### src/rtl/uart_pkg.sv
// Shared definitions for the memory-mapped UART transmitter: register word offsets,
// STATUS bit positions and the transmit FSM state type.
package uart_pkg;

  localparam logic [1:0] REG_TXDATA  = 2'd0;
  localparam logic [1:0] REG_STATUS  = 2'd1;
  localparam logic [1:0] REG_BAUDDIV = 2'd2;

  localparam int ST_BUSY      = 0;
  localparam int ST_FULL      = 1;
  localparam int ST_EMPTY     = 2;
  localparam int ST_OVF       = 3;
  localparam int ST_LEVEL_LSB = 8;

  typedef enum logic [1:0] {
    S_IDLE,
    S_START,
    S_DATA,
    S_STOP
  } tx_state_e;

endpackage

### src/rtl/sync_fifo.sv
// Single-clock FIFO with occupancy count. A push while full is dropped even if a pop
// happens in the same cycle; a pop while empty is ignored.
module sync_fifo #(
  parameter int WIDTH = 8,
  parameter int DEPTH = 8
) (
  input  logic                     clk,
  input  logic                     rstn,
  input  logic                     push,
  input  logic                     pop,
  input  logic [WIDTH-1:0]         din,
  output logic [WIDTH-1:0]         dout,
  output logic                     full,
  output logic                     empty,
  output logic [$clog2(DEPTH):0]   level
);

  localparam int AW = $clog2(DEPTH);

  logic [WIDTH-1:0] mem [DEPTH];
  logic [AW-1:0]    wr_ptr;
  logic [AW-1:0]    rd_ptr;
  logic             do_push;
  logic             do_pop;

  assign full    = (level == (AW+1)'(DEPTH));
  assign empty   = (level == '0);
  assign do_push = push && !full;
  assign do_pop  = pop && !empty;
  assign dout    = mem[rd_ptr];

  // NOTE: the storage array has no reset; its contents only matter below level,
  // and the pointers/level carry the reset state.
  always_ff @(posedge clk) begin
    if (do_push) mem[wr_ptr] <= din;
  end

  // NOTE: sequential state uses non-blocking assignments so every register samples
  // pre-edge values regardless of statement order.
  always_ff @(posedge clk or negedge rstn) begin
    if (!rstn) begin
      wr_ptr <= '0;
      rd_ptr <= '0;
      level  <= '0;
    end else begin
      if (do_push) wr_ptr <= wr_ptr + 1'b1;
      if (do_pop)  rd_ptr <= rd_ptr + 1'b1;
      case ({do_push, do_pop})
        2'b10:   level <= level + 1'b1;
        2'b01:   level <= level - 1'b1;
        default: level <= level;
      endcase
    end
  end

endmodule

### src/rtl/uart_tx_mmio.sv
// Memory-mapped 8N1 UART transmitter: CPU stores fill a TX FIFO, the FSM serialises
// bytes LSB-first on tx_o; STATUS/BAUDDIV are read through a registered port.
module uart_tx_mmio
  import uart_pkg::*;
#(
  parameter int FIFO_DEPTH = 8,
  parameter int DIV_W      = 16,
  parameter int DIV_RESET  = 434
) (
  input  logic        clk,
  input  logic        rstn,
  input  logic        sel,
  input  logic        wr,
  input  logic        rd,
  input  logic [3:0]  addr,
  input  logic [31:0] wdata,
  output logic [31:0] rdata,
  output logic        tx_o,
  output logic        irq_o
);

  localparam int LW = $clog2(FIFO_DEPTH) + 1;

  logic [1:0]       word;
  logic             wr_en;
  logic             rd_en;
  logic             push_req;
  logic             fifo_pop;
  logic             fifo_full;
  logic             fifo_empty;
  logic [7:0]       fifo_dout;
  logic [LW-1:0]    fifo_level;
  logic             ovf;
  logic [DIV_W-1:0] bauddiv;
  logic [DIV_W-1:0] div_lat;
  logic [DIV_W-1:0] baud_cnt;
  logic [2:0]       bit_cnt;
  logic [7:0]       shreg;
  logic             bit_end;
  logic [31:0]      status;
  logic [31:0]      rd_mux;
  tx_state_e        state;
  tx_state_e        next_state;
  logic             unused_ok;

  assign word      = addr[3:2];
  assign wr_en     = sel & wr;
  assign rd_en     = sel & rd;
  assign push_req  = wr_en && (word == REG_TXDATA);
  assign unused_ok = ^{addr[1:0], wdata[31:DIV_W]};

  sync_fifo #(.WIDTH(8), .DEPTH(FIFO_DEPTH)) u_fifo (
    .clk   (clk),
    .rstn  (rstn),
    .push  (push_req),
    .pop   (fifo_pop),
    .din   (wdata[7:0]),
    .dout  (fifo_dout),
    .full  (fifo_full),
    .empty (fifo_empty),
    .level (fifo_level)
  );

  // Overflow is sticky; a set in the same cycle as a clear takes priority.
  always_ff @(posedge clk or negedge rstn) begin
    if (!rstn) begin
      ovf     <= 1'b0;
      bauddiv <= DIV_W'(DIV_RESET);
    end else begin
      if (push_req && fifo_full)
        ovf <= 1'b1;
      else if (wr_en && (word == REG_STATUS) && wdata[ST_OVF])
        ovf <= 1'b0;
      if (wr_en && (word == REG_BAUDDIV))
        bauddiv <= (wdata[DIV_W-1:0] == '0) ? DIV_W'(1) : wdata[DIV_W-1:0];
    end
  end

  // NOTE: every always_comb output gets a default first so no path can infer a latch.
  always_comb begin
    status                          = '0;
    status[ST_BUSY]                 = (state != S_IDLE);
    status[ST_FULL]                 = fifo_full;
    status[ST_EMPTY]                = fifo_empty;
    status[ST_OVF]                  = ovf;
    status[ST_LEVEL_LSB +: LW]      = fifo_level;
  end

  always_comb begin
    rd_mux = '0;
    case (word)
      REG_STATUS:  rd_mux = status;
      REG_BAUDDIV: rd_mux[DIV_W-1:0] = bauddiv;
      default:     rd_mux = '0;
    endcase
  end

  always_ff @(posedge clk or negedge rstn) begin
    if (!rstn)      rdata <= '0;
    else if (rd_en) rdata <= rd_mux;
  end

  assign bit_end = (baud_cnt == '0);

  always_ff @(posedge clk or negedge rstn) begin
    if (!rstn) state <= S_IDLE;
    else       state <= next_state;
  end

  // Popping from STOP chains the next frame with no idle gap.
  always_comb begin
    next_state = state;
    fifo_pop   = 1'b0;
    case (state)
      S_IDLE: begin
        if (!fifo_empty) begin
          fifo_pop   = 1'b1;
          next_state = S_START;
        end
      end
      S_START: if (bit_end) next_state = S_DATA;
      S_DATA:  if (bit_end && (bit_cnt == 3'd7)) next_state = S_STOP;
      S_STOP: begin
        if (bit_end) begin
          if (!fifo_empty) begin
            fifo_pop   = 1'b1;
            next_state = S_START;
          end else begin
            next_state = S_IDLE;
          end
        end
      end
      default: next_state = S_IDLE;
    endcase
  end

  // The divider is latched at pop so BAUDDIV writes only affect the next frame.
  always_ff @(posedge clk or negedge rstn) begin
    if (!rstn) begin
      div_lat  <= DIV_W'(1);
      baud_cnt <= '0;
      bit_cnt  <= '0;
      shreg    <= '0;
    end else if (fifo_pop) begin
      div_lat  <= bauddiv;
      baud_cnt <= bauddiv - 1'b1;
      bit_cnt  <= '0;
      shreg    <= fifo_dout;
    end else if (state != S_IDLE) begin
      if (bit_end) begin
        baud_cnt <= div_lat - 1'b1;
        if (state == S_DATA) begin
          shreg   <= shreg >> 1;
          bit_cnt <= bit_cnt + 1'b1;
        end
      end else begin
        baud_cnt <= baud_cnt - 1'b1;
      end
    end
  end

  always_comb begin
    tx_o = 1'b1;
    case (state)
      S_START: tx_o = 1'b0;
      S_DATA:  tx_o = shreg[0];
      default: tx_o = 1'b1;
    endcase
  end

  assign irq_o = fifo_empty && (state == S_IDLE);

endmodule
### config.mk
export PLATFORM = sky130hd
export DESIGN_NAME = uart_tx_mmio
export DESIGN_NICKNAME = d
export VERILOG_FILES = /design/src/rtl/uart_pkg.sv /design/src/rtl/sync_fifo.sv /design/src/rtl/uart_tx_mmio.sv
export SDC_FILE = /design/constraint.sdc
export NUM_CORES = 1
export LEC_CHECK = 0
export CAP_MARGIN = 10
export CORE_ASPECT_RATIO = 1.25
export CORE_MARGIN = 2
export CORE_UTILIZATION = 55
export DETAILED_ROUTE_END_ITERATION = 8
export PLACE_DENSITY = 0.74
export SETUP_SLACK_MARGIN = 0.5
export SYNTH_ARGS = -nofsm -noshare
export SYNTH_HDL_FRONTEND = slang
export SYNTH_SLANG_ARGS = --single-unit
export TNS_END_PERCENT = 30
### constraint.sdc
create_clock -name clk -period 4.4 [get_ports clk]
set_input_delay 0.44 -clock clk [delete_from_list [all_inputs] [get_ports clk]]
set_output_delay 0.44 -clock clk [all_outputs]
set_load 0.01 [all_outputs]
* Word-level counts from Yosys, hierarchy flattened
Memories as Yosys holds them, arrays and structs flattened.
Cells that the tools add are included.
** Operators by class
- Equality and inequality tests :: 13
- Add/subtract/negate cells :: 8
- Bitwise operators :: 2
- Reductions and logical operators :: 24
- Multiplexer cells :: 28
** Operator list (number)
- $mux W16 :: 4
- $sub A16 B1 Y16 const B :: 3
- $logic_not A16 Y1 :: 2
- $mux W8 :: 4
- $pmux W16 S2 :: 1
- $mux W3 :: 4
- $reduce_bool A2 Y1 :: 6
- $add A3 B1 Y3 const B :: 3
- $logic_and A1 B1 Y1 :: 9
- $eq A2 B2 Y1 const B :: 4
- $mux W2 :: 4
- $ne A2 B2 Y1 const B :: 4
- $pmux W2 S4 :: 1
- $pmux W4 S2 :: 1
- $mux W1 :: 7
- $eq A2 B1 Y1 const B :: 3
- $add A4 B1 Y4 const B :: 1
- $eq A4 B4 Y1 const B :: 1
- $logic_not A2 Y1 :: 2
- $logic_not A4 Y1 :: 1
- $pmux W1 S2 :: 2
- $reduce_and A4 Y1 :: 1
- $sub A4 B1 Y4 const B :: 1
- $eq A3 B3 Y1 const B :: 1
- other kinds (3) :: 5
** Word-level totals
- Register bits after elaboration :: 88
- Memory bits (writable) :: 64
- Logic and storage cells :: 87
- Memories :: 1
- Input bits :: 41
- Output and inout port bits :: 34
** Memory list
- u_fifo.mem :: depth 8, bits a word 8, read ports 1, clocked after memory_dff 0, write ports 1, RTL line sync_fifo.sv:20 : logic [WIDTH-1:0] mem [DEPTH];

* Longest topological paths before layout
Gate-level depths: netlist of the first run.
- Depth in word-level cells :: 7
- Gate-level depth with buffers :: 18
- Gate-level depth less buffers :: 15

* Modules after synthesis
A second synthesis of the first run with hierarchy kept.
** Unflattened totals
- Cell total of the unflattened synthesis :: 619
- Area total of the unflattened synthesis :: 7344.5 um^2
** By module, submodules not included
- uart_tx_mmio :: area each 4220.3 um^2, times used 1, cells each 459, seq. area each 1959.4 um^2
- sync_fifo :: area each 3124.2 um^2, times used 1, cells each 160, seq. area each 2172.1 um^2

* Least setup slack after synthesis of the first run
No wires, ideal clock.
- Path kind :: reg2reg
- From :: register state[0]
- To :: register u_fifo.level[3]
- Clock period less this slack :: 3692 ps
- Setup time :: 128 ps
- Setup slack :: 708 ps
- Path buffers :: 4
- Cell stages (with the launch flop) :: 18
- Arrival :: 3564 ps
- Data required time :: 4272 ps
- Path through :: dfrtp_1 -> inv_1 -> ha_1 -> nor2b_1 -> and2_4 -> buf_6 -> a31oi_4 -> inv_2 -> buf_2 -> buf_1 -> buf_1 -> ha_1 -> ha_1 -> a21o_2 -> a21oi_1 -> xnor2_1 -> nor2_1 -> xor2_1
** On the way
- Cells in the longest elaborated chain, start to end :: 5
- Elaborated cells between the ends (all ways) :: 8
- Classes of those cells :: eq/ne: 3; mux: 2; reduce/logical: 3
** Ends and longest elaborated chain
- start: declaration :: RTL line uart_tx_mmio.sv:42 : tx_state_e state;
- start signal: assignment :: RTL line uart_tx_mmio.sv:107 : else state <= next_state;
- $eq A2 B2 Y1 or $logic_not A2 Y1 (tied branches) :: RTL line uart_tx_mmio.sv:114 : case (state)
- $pmux W1 S2 (*) :: RTL line uart_tx_mmio.sv:114
- $logic_and A1 B1 Y1 (*) :: RTL line sync_fifo.sv:29 : assign do_pop = pop && !empty;
- via u_fifo.do_pop :: RTL line sync_fifo.sv:24 : logic do_pop;
- $eq A2 B1 Y1 or $eq A2 B2 Y1 (tied branches) :: RTL line sync_fifo.sv:48 : case ({do_push, do_pop})
- $pmux W4 S2 or $reduce_bool A2 Y1 (tied branches)
- end signal: assignment :: RTL line sync_fifo.sv:49 : 2'b10: level <= level + 1'b1;
- end signal: assignment :: RTL line sync_fifo.sv:50 : 2'b01: level <= level - 1'b1;
- end signal: assignment :: RTL line sync_fifo.sv:51 : default: level <= level;
- end: declaration :: RTL line sync_fifo.sv:15 : output logic [$clog2(DEPTH):0] level
The timed path passes the listed nets; every way through them passes the cells marked *.
A chain may end at the register's enable or synchronous reset.

* Worst setup path after layout of the first run
- From :: register u_fifo.level[1]
- To :: register baud_cnt[12]
** On the way
- Cells in the longest elaborated chain, start to end :: 5
- Elaborated cells between the ends (all ways) :: 6
- Classes of those cells :: mux: 4; reduce/logical: 2
** Ends and longest elaborated chain
- $logic_not A4 Y1 (*) :: RTL line sync_fifo.sv:27 : assign empty = (level == '0);
- $mux W1 (*) :: RTL line uart_tx_mmio.sv:116, uart_tx_mmio.sv:125
- $mux W1 :: RTL line uart_tx_mmio.sv:124 : if (bit_end) begin
- $pmux W1 S2 (*) :: RTL line uart_tx_mmio.sv:114
- $mux W16 or $reduce_bool A2 Y1 (tied branches)
- end signal: assignment :: RTL line uart_tx_mmio.sv:146 : baud_cnt <= bauddiv - 1'b1;
- end signal: assignment :: RTL line uart_tx_mmio.sv:151 : baud_cnt <= div_lat - 1'b1;
- end signal: assignment :: RTL line uart_tx_mmio.sv:157 : baud_cnt <= baud_cnt - 1'b1;
- end: declaration :: RTL line uart_tx_mmio.sv:36 : logic [DIV_W-1:0] baud_cnt;
Mark *: on every way between the ends. The rest lies on a longest branch, timed or not.

==> results of run 1 <==
-- state kept, by name, indices dropped and copies added, names as in the netlist --
| name | count |
|---|---|
| u_fifo.mem | 64 |
| baud_cnt | 16 |
| bauddiv | 16 |
| div_lat | 16 |
| rdata | 16 |
| shreg | 8 |
| u_fifo.level | 4 |
| bit_cnt | 3 |
| u_fifo.rd_ptr | 3 |
| u_fifo.wr_ptr | 3 |
| state | 2 |
| ovf | 1 |
-- worst max-delay path: cells and delay by family, from the launching register on --
family | cells | cell delay, ns
AOI/OAI and AO/OA | 4 | 0.69
xor gates and xnor gates | 1 | 0.16
adders and majority gates | 1 | 0.23
buffers and inverters | 2 | 0.35
DFF | 1 | 0.48
and+or+nand+nor | 6 | 1.57
-- power by group through the flow --
stage                     Clock (mW)  Combinational (mW)  Sequential, mW
after floorplan                    0                1.38            2.01
after global placement             0                1.58            2.18
after global routing            1.48                1.88            2.23
after detailed placement           0                1.65            2.19
after CTS                       1.42                1.67            2.17
final                           1.40                1.67            2.17
-- routing by layer --
metal | vias up | global-route usage | share of wire
li1 | 2239 | - | -
met1 | 2374 | 0.287 | 0.42
met2 | 124 | 0.392 | 0.52
met3 | 29 | 0.0630 | 0.039
met4 | 0 | 0.0746 | 0.019
met5 | - | 0 | 0
-- cells in the mapped netlist (14+ instances only) --
cell type | count | area share
a21oi_1 | 35 | 0.024
o21ai_0 | 28 | 0.020
xnor2_1 | 14 | 0.017
nor3_1 | 15 | 0.010
buf_4 | 17 | 0.018
ha_1 | 16 | 0.028
nor2_1 | 36 | 0.019
dfrtp_1 | 82 | 0.29
nand2_1 | 98 | 0.051
mux2_2 | 17 | 0.027
clkbuf_1 | 14 | 0.0073
edfxtp_1 | 64 | 0.27
mux4_2 | 16 | 0.050
-- kinds of logic after synthesis --
family	synth area share
AO/OA/AOI/OAI	0.112
adder cells (fa/ha/maj)	0.0307
AND/OR/NAND/NOR	0.122
other	0.000523
buffers and inverters	0.0412
XOR/XNOR	0.0269
flip-flops	0.576
multiplexers	0.0909
-- final cells by class --
class,count,area share
clock buffer,17,0.0512
multi-input combinational,405,0.338
sequential,152,0.497
timing repair buffer,55,0.0641
inverter,12,0.00542
tap,168,0.0253
clock inverter,15,0.0184
-- repair_timing --
| item | 4_1_cts | 5_1_grt |
|---|---|---|
| hold buffers | 0 | 1 |
| endpoints found under the setup margin | 0 | 1 |
| setup buffers | 0 | 0 |
| endpoints found under the hold margin | 0 | 16 |
| resized for setup | 0 | 1 |
-- per-stage QoR --
step                      setup WS (ns)  cell area (um^2)  instances  power [mW]  utilization
after floorplan                   0.708              7230        611        3.39            -
after global placement            0.901              7690        790        3.75        0.604
after detailed placement          0.818              7690        790        3.85        0.604
after CTS                         0.802              8270        822        5.26        0.650
after global routing              0.521              8310        824        5.58        0.653
final                             0.783              8310        824        5.25        0.653
-- worst min path at each step --
stage	to	depth (start not counted)
6_report	baud_cnt[15]	2
5_1_grt	baud_cnt[15]	2
4_1_cts	baud_cnt[5]	1
3_5_place_dp	div_lat[12]	2
3_3_place_gp	div_lat[10]	2
2_1_floorplan	baud_cnt[0]	0
==> metrics.yaml, run 1 <==
power_and_ir_drop:
  p_sw_mw: 1.92
  power_density_mw_per_mm2: 631
  p_comb_frac: 0.319
  max-vdd-ir-drop_uv: 434
  clock_power_share: 0.267
  power_switching_share: 0.365
  seq_power_share: 0.414
  intPower_mw: 3.33
  leakage_nw: 3.25
global_routing:
  grt_pass1_wl_mm: 24.9
  grt_pass1_vias: 4887
  grt_overflow: 0
  grt_max_degree: 89
  grt_use_total: 0.231
  antenna_found_initial: 0
sta:
  finalClockSkew_ns: 0.00852
  maxSlewHeadroom: 0.281
  finalSetupTns_ns: 0
  drv_slew: 0
  fmax_ghz: 0.276
  tightest_slew_ns: 1.08
  finalSetupViolations: 0
  period_share: 0.822
  period_needed_ns: 3.62
  grt_setup_unrepaired: "no"
  finalHoldViolations: 0
  fin_hold_ws_ns: 0.427
logic_synthesis:
  synth_edf_count: 64
  postSynthCellCount: 596
  synth_cell_types: 62
  syn_area_per_cell_um2: 12.0
  seq_area_frac_synth: 0.576
  ys_warn_count: 0
  ys_seq_elements: 152
  synthArstFlopShare: 0.579
  syn-cell-area_mm2: 0.00717
  synth_ff_type: "dfrtp_1"
finish:
  multi_input_area_mm2: 0.00281
  drive_gt1_frac: 0.165
  syn2layout_area_growth_pct: 15.9
  nNetsFinal: 701
  n_antenna_cell: 0
  fillers: 968
  seq_area_mm2: 0.00413
  final_common_cell: "nand2_1"
  final_cell_mix: "nand2_1 (98), dfrtp_1 (82), edfxtp_1 (64)"
clock_network:
  cts_max_level: 4
  cts_sinks: 152
  cts_tree: "yes"
  root_buffer: "clkbuf_16"
  insertion_delay_ns: 0.43
  clockBufferDepth: 2
  numCtsBuffers: 17
  clk_pin_slew_ns: 0.07
floorplanning:
  start_util: 0.564
  dieHeight_um: 132
  core_mm2: 0.0127
  fp.dieW_um: 106
  die_area_mm2: 0.0140
  pin_count: 75
  std_cell_rows: 46
setup_path:
  critPathSlowestCell: "or4_4"
  critical_path.cell_chain: "or4_4 > and2_4 > a31oi_4 > inv_2 > buf_4 > nand2_1 > o21a_1 > ha_1 > nand3_1 > o22ai_4 > nand4_2 > nor3b_2 > xor2_1 > a21oi_1"
  crit_path_end_kind: "flip-flop"
  criticalPathCategory: "reg2reg"
  reg2reg_to: "baud_cnt[12]"
  cp.arrival_ns: 3.91
  crit_fanout: 15
  rr_worst_depth: 14
  setup.worst_path.start_class: "flip-flop"
  critPathMaxStageDelay_ns: 0.68
  crit_end: "baud_cnt[12]"
  crit_start: "u_fifo.level[1]"
  cp.required_ns: 4.70
  r2r_start: "u_fifo.level[1]"
  r2r_slack_ns: 0.78
hold_path:
  hold_class: "in2async"
run_status:
  status: "complete, no violations"
route:
  firstDrtPassIters: 5
  viasPerCell: 5.78
  routed_wirelength_mm: 15.2
  antenna_left: 0
  drt_iter0_drc: 265
  post-route-drc-count: 0
  via_count: 4766
  routedWlPerCell_um: 18.4
placement:
  port_buffers: 40
  hpwl_mm: 10.5
  gp_congestion: 0.870
job:
  drv_cap: 0
(Power assumes the default switching activity.)
==> inputs of run 2 (changes only) <==
Settings changed: CORE_UTILIZATION 55 to 51, PLACE_DENSITY 0.74 to 0.72.
Clock period 4.4 ns to 3.3 ns, I/O delays scaled along.
==> run 2 against run 1 <==
  * Register-to-register slack worse by 0.33 ns
  * Global-route usage is 0.39 points higher
  * Routed wire length up 6.7%
  * First-iteration DRC count is 21% higher
  * Critical path depth decreased by 5
  * Design area is 4.5% higher
  * Worst hold slack lost 0.073 ns
  * Core utilization is 2.2 points lower
  * Die area grew 7.6%
  * Via count is 4.8% higher
  * Combinational power increased by 58%
  * Sequential share of layout area down 2.1 points
==> metrics.yaml, run 2 (synthesized netlist as in run 1, its figures left out) <==
global_routing:
  grt_pass1_wl_mm: 26.5  # +6.4%
  grt_max_degree: 89  # unchanged
  antenna_found_initial: 0  # unchanged
  grt_use_total: 0.235  # +0.00387
  grt_overflow: 0  # unchanged
  grt_pass1_vias: 5101  # +4.4%
job:
  drv_cap: 0  # unchanged
setup_path:
  crit_start: "u_fifo.level[0]"
  setup.worst_path.start_class: "flip-flop"
  cp.required_ns: 3.59  # -1.11 ns
  crit_fanout: 7  # -8
  cp.arrival_ns: 3.14  # -0.77 ns
  criticalPathCategory: "reg2reg"
  crit_path_end_kind: "flip-flop"
  r2r_start: "u_fifo.level[0]"
  r2r_slack_ns: 0.45  # -0.33 ns
  reg2reg_to: "baud_cnt[15]"
  crit_end: "baud_cnt[15]"
  rr_worst_depth: 9  # -5
route:
  m1WireLength_mm: 6.81  # +6.7%
  via_count: 4995  # +4.8%
  wl_met2_mm: 8.28  # +4.9%
  drt_iter0_drc: 320  # +21%
  antenna_left: 0  # unchanged
  firstDrtPassIters: 5  # unchanged
  post-route-drc-count: 0  # unchanged
  routedWlPerCell_um: 18.9  # +2.7%
  top_layer_used: "met4"
  wl_met3_um: 657  # +12%
  viasPerCell: 5.84  # +0.89%
  routed_wirelength_mm: 16.2  # +6.7%
finish:
  nNetsFinal: 726  # +3.6%
  fin_area_mm2: 0.00868  # +4.5%
  final_cell_mix: "nand2_1 (96), dfrtp_1 (82), edfxtp_1 (64)"
  largest_reg_flops: 64  # unchanged
  syn2layout_area_growth_pct: 21.1
  n_antenna_cell: 0  # unchanged
  final_common_cell: "nand2_1"
  drive_gt1_frac: 0.216  # +0.0512
  regMostFlops: "u_fifo.mem"
sta:
  finalSetupViolations: 0  # unchanged
  maxSlewHeadroom: 0.492  # +0.211
  period_share: 0.864  # +0.0418
  worst_slack_ns: 0.449  # -0.333 ns
  grt_setup_unrepaired: "yes"
  fmax_ghz: 0.351  # +27%
  period_needed_ns: 2.85  # -0.767 ns
  fin_hold_ws_ns: 0.354  # -0.0726 ns
  drv_slew: 0  # unchanged
  tightest_slew_ns: 0.761  # -0.317 ns
  finalClockSkew_ns: 0.0112  # +0.00271 ns
  finalHoldViolations: 0  # unchanged
placement:
  hpwl_mm: 10.8  # +2.3%
  gp_congestion: 0.887  # +1.8%
  dpl-instance-area_mm2: 0.00784  # +2.0%
  port_buffers: 40  # unchanged
  pre_cts_slack_ns: 0.133  # -0.685 ns
power_and_ir_drop:
  max-vdd-ir-drop_uv: 473  # +9.0%
  leakage_nw: 3.43  # +5.6%
  power_density_mw_per_mm2: 869  # +38%
floorplanning:
  die_area_mm2: 0.0150  # +7.6%
  dieHeight_um: 137  # +3.7%
  core_mm2: 0.0138  # +8.1%
  fp.dieW_um: 110  # +3.7%
  std_cell_rows: 48  # +4.3%
  start_util: 0.521  # -0.0424
  pin_count: 75  # unchanged
hold_path:
  hold_class: "in2async"
clock_network:
  clk_pin_slew_ns: 0.07  # about the same
  cts_tree: "yes"
  insertion_delay_ns: 0.42  # about the same
  clockBufferDepth: 2  # unchanged
  numCtsBuffers: 17  # unchanged
  root_buffer: "clkbuf_16"
  cts_max_level: 4  # unchanged
  cts_sinks: 152  # unchanged
run_status:
  status: "complete, no violations"
==> run 2: power by group <==
part	leakage (nW)	switching (mW)	internal (mW)
registers	1.65	0.459	2.39
logic	1.47	1.40	1.24
clock network	0.310	0.834	1.22
==> run 2: cell type report <==
type / instances / area, um^2
tap: 175 / 219
sequential: 152 / 4130
fill: 978 / 5070
timing repair buffer: 80 / 732
clock buffer: 17 / 425
inverter: 12 / 47.5
multi-input combinational: 405 / 2920
clock inverter: 15 / 208
==> run 2: repair_timing <==
| action | in CTS | in global routing |
|---|---|---|
| setup endpoints to repair | 16 | 11 |
| buffers inserted | 7 | 1 |
| pin swaps | 8 | 1 |
| hold buffers | 0 | 1 |
| gates resized for setup | 12 | 6 |
| hold endpoints to repair | 0 | 23 |
| gates cloned | 0 | 0 |
==> run 2: metal layers <==
layer | global-route usage | vias up
li1 | - | 2295
met1 | 0.304 | 2499
met2 | 0.395 | 160
met3 | 0.0395 | 41
met4 | 0.0914 | 0
met5 | 0 | -
==> run 2: metrics by stage <==
stage	std cells	utilization	power, mW	setup TNS [ns]
floorplan	611	-	4.56	-0.117
CTS	853	0.626	7.48	0
global placement	814	0.570	5.10	0
finish	856	0.631	7.55	0
detailed placement	814	0.570	5.23	0
global route	856	0.631	7.99	0
==> run 2: worst max-delay path: stages, from the launching register on <==
cell	delay, ns
dfrtp_1	0.38
or4_4	0.57
and2_4	0.20
buf_4	0.16
o311ai_1	0.36
a32o_2	0.29
nand4_2	0.18
nor4_2	0.30
xor2_1	0.18
a21oi_1	0.09
==> run 2: worst min path at each step <==
stage,slack (ns),cells past startpoint,endpoint
4_1_cts,0.16,1,rdata[8]
6_report,0.35,2,rdata[8]
2_1_floorplan,0.03,0,baud_cnt[0]
3_3_place_gp,0.45,2,div_lat[9]
3_5_place_dp,0.46,2,div_lat[11]
5_1_grt,0.38,2,bauddiv[13]
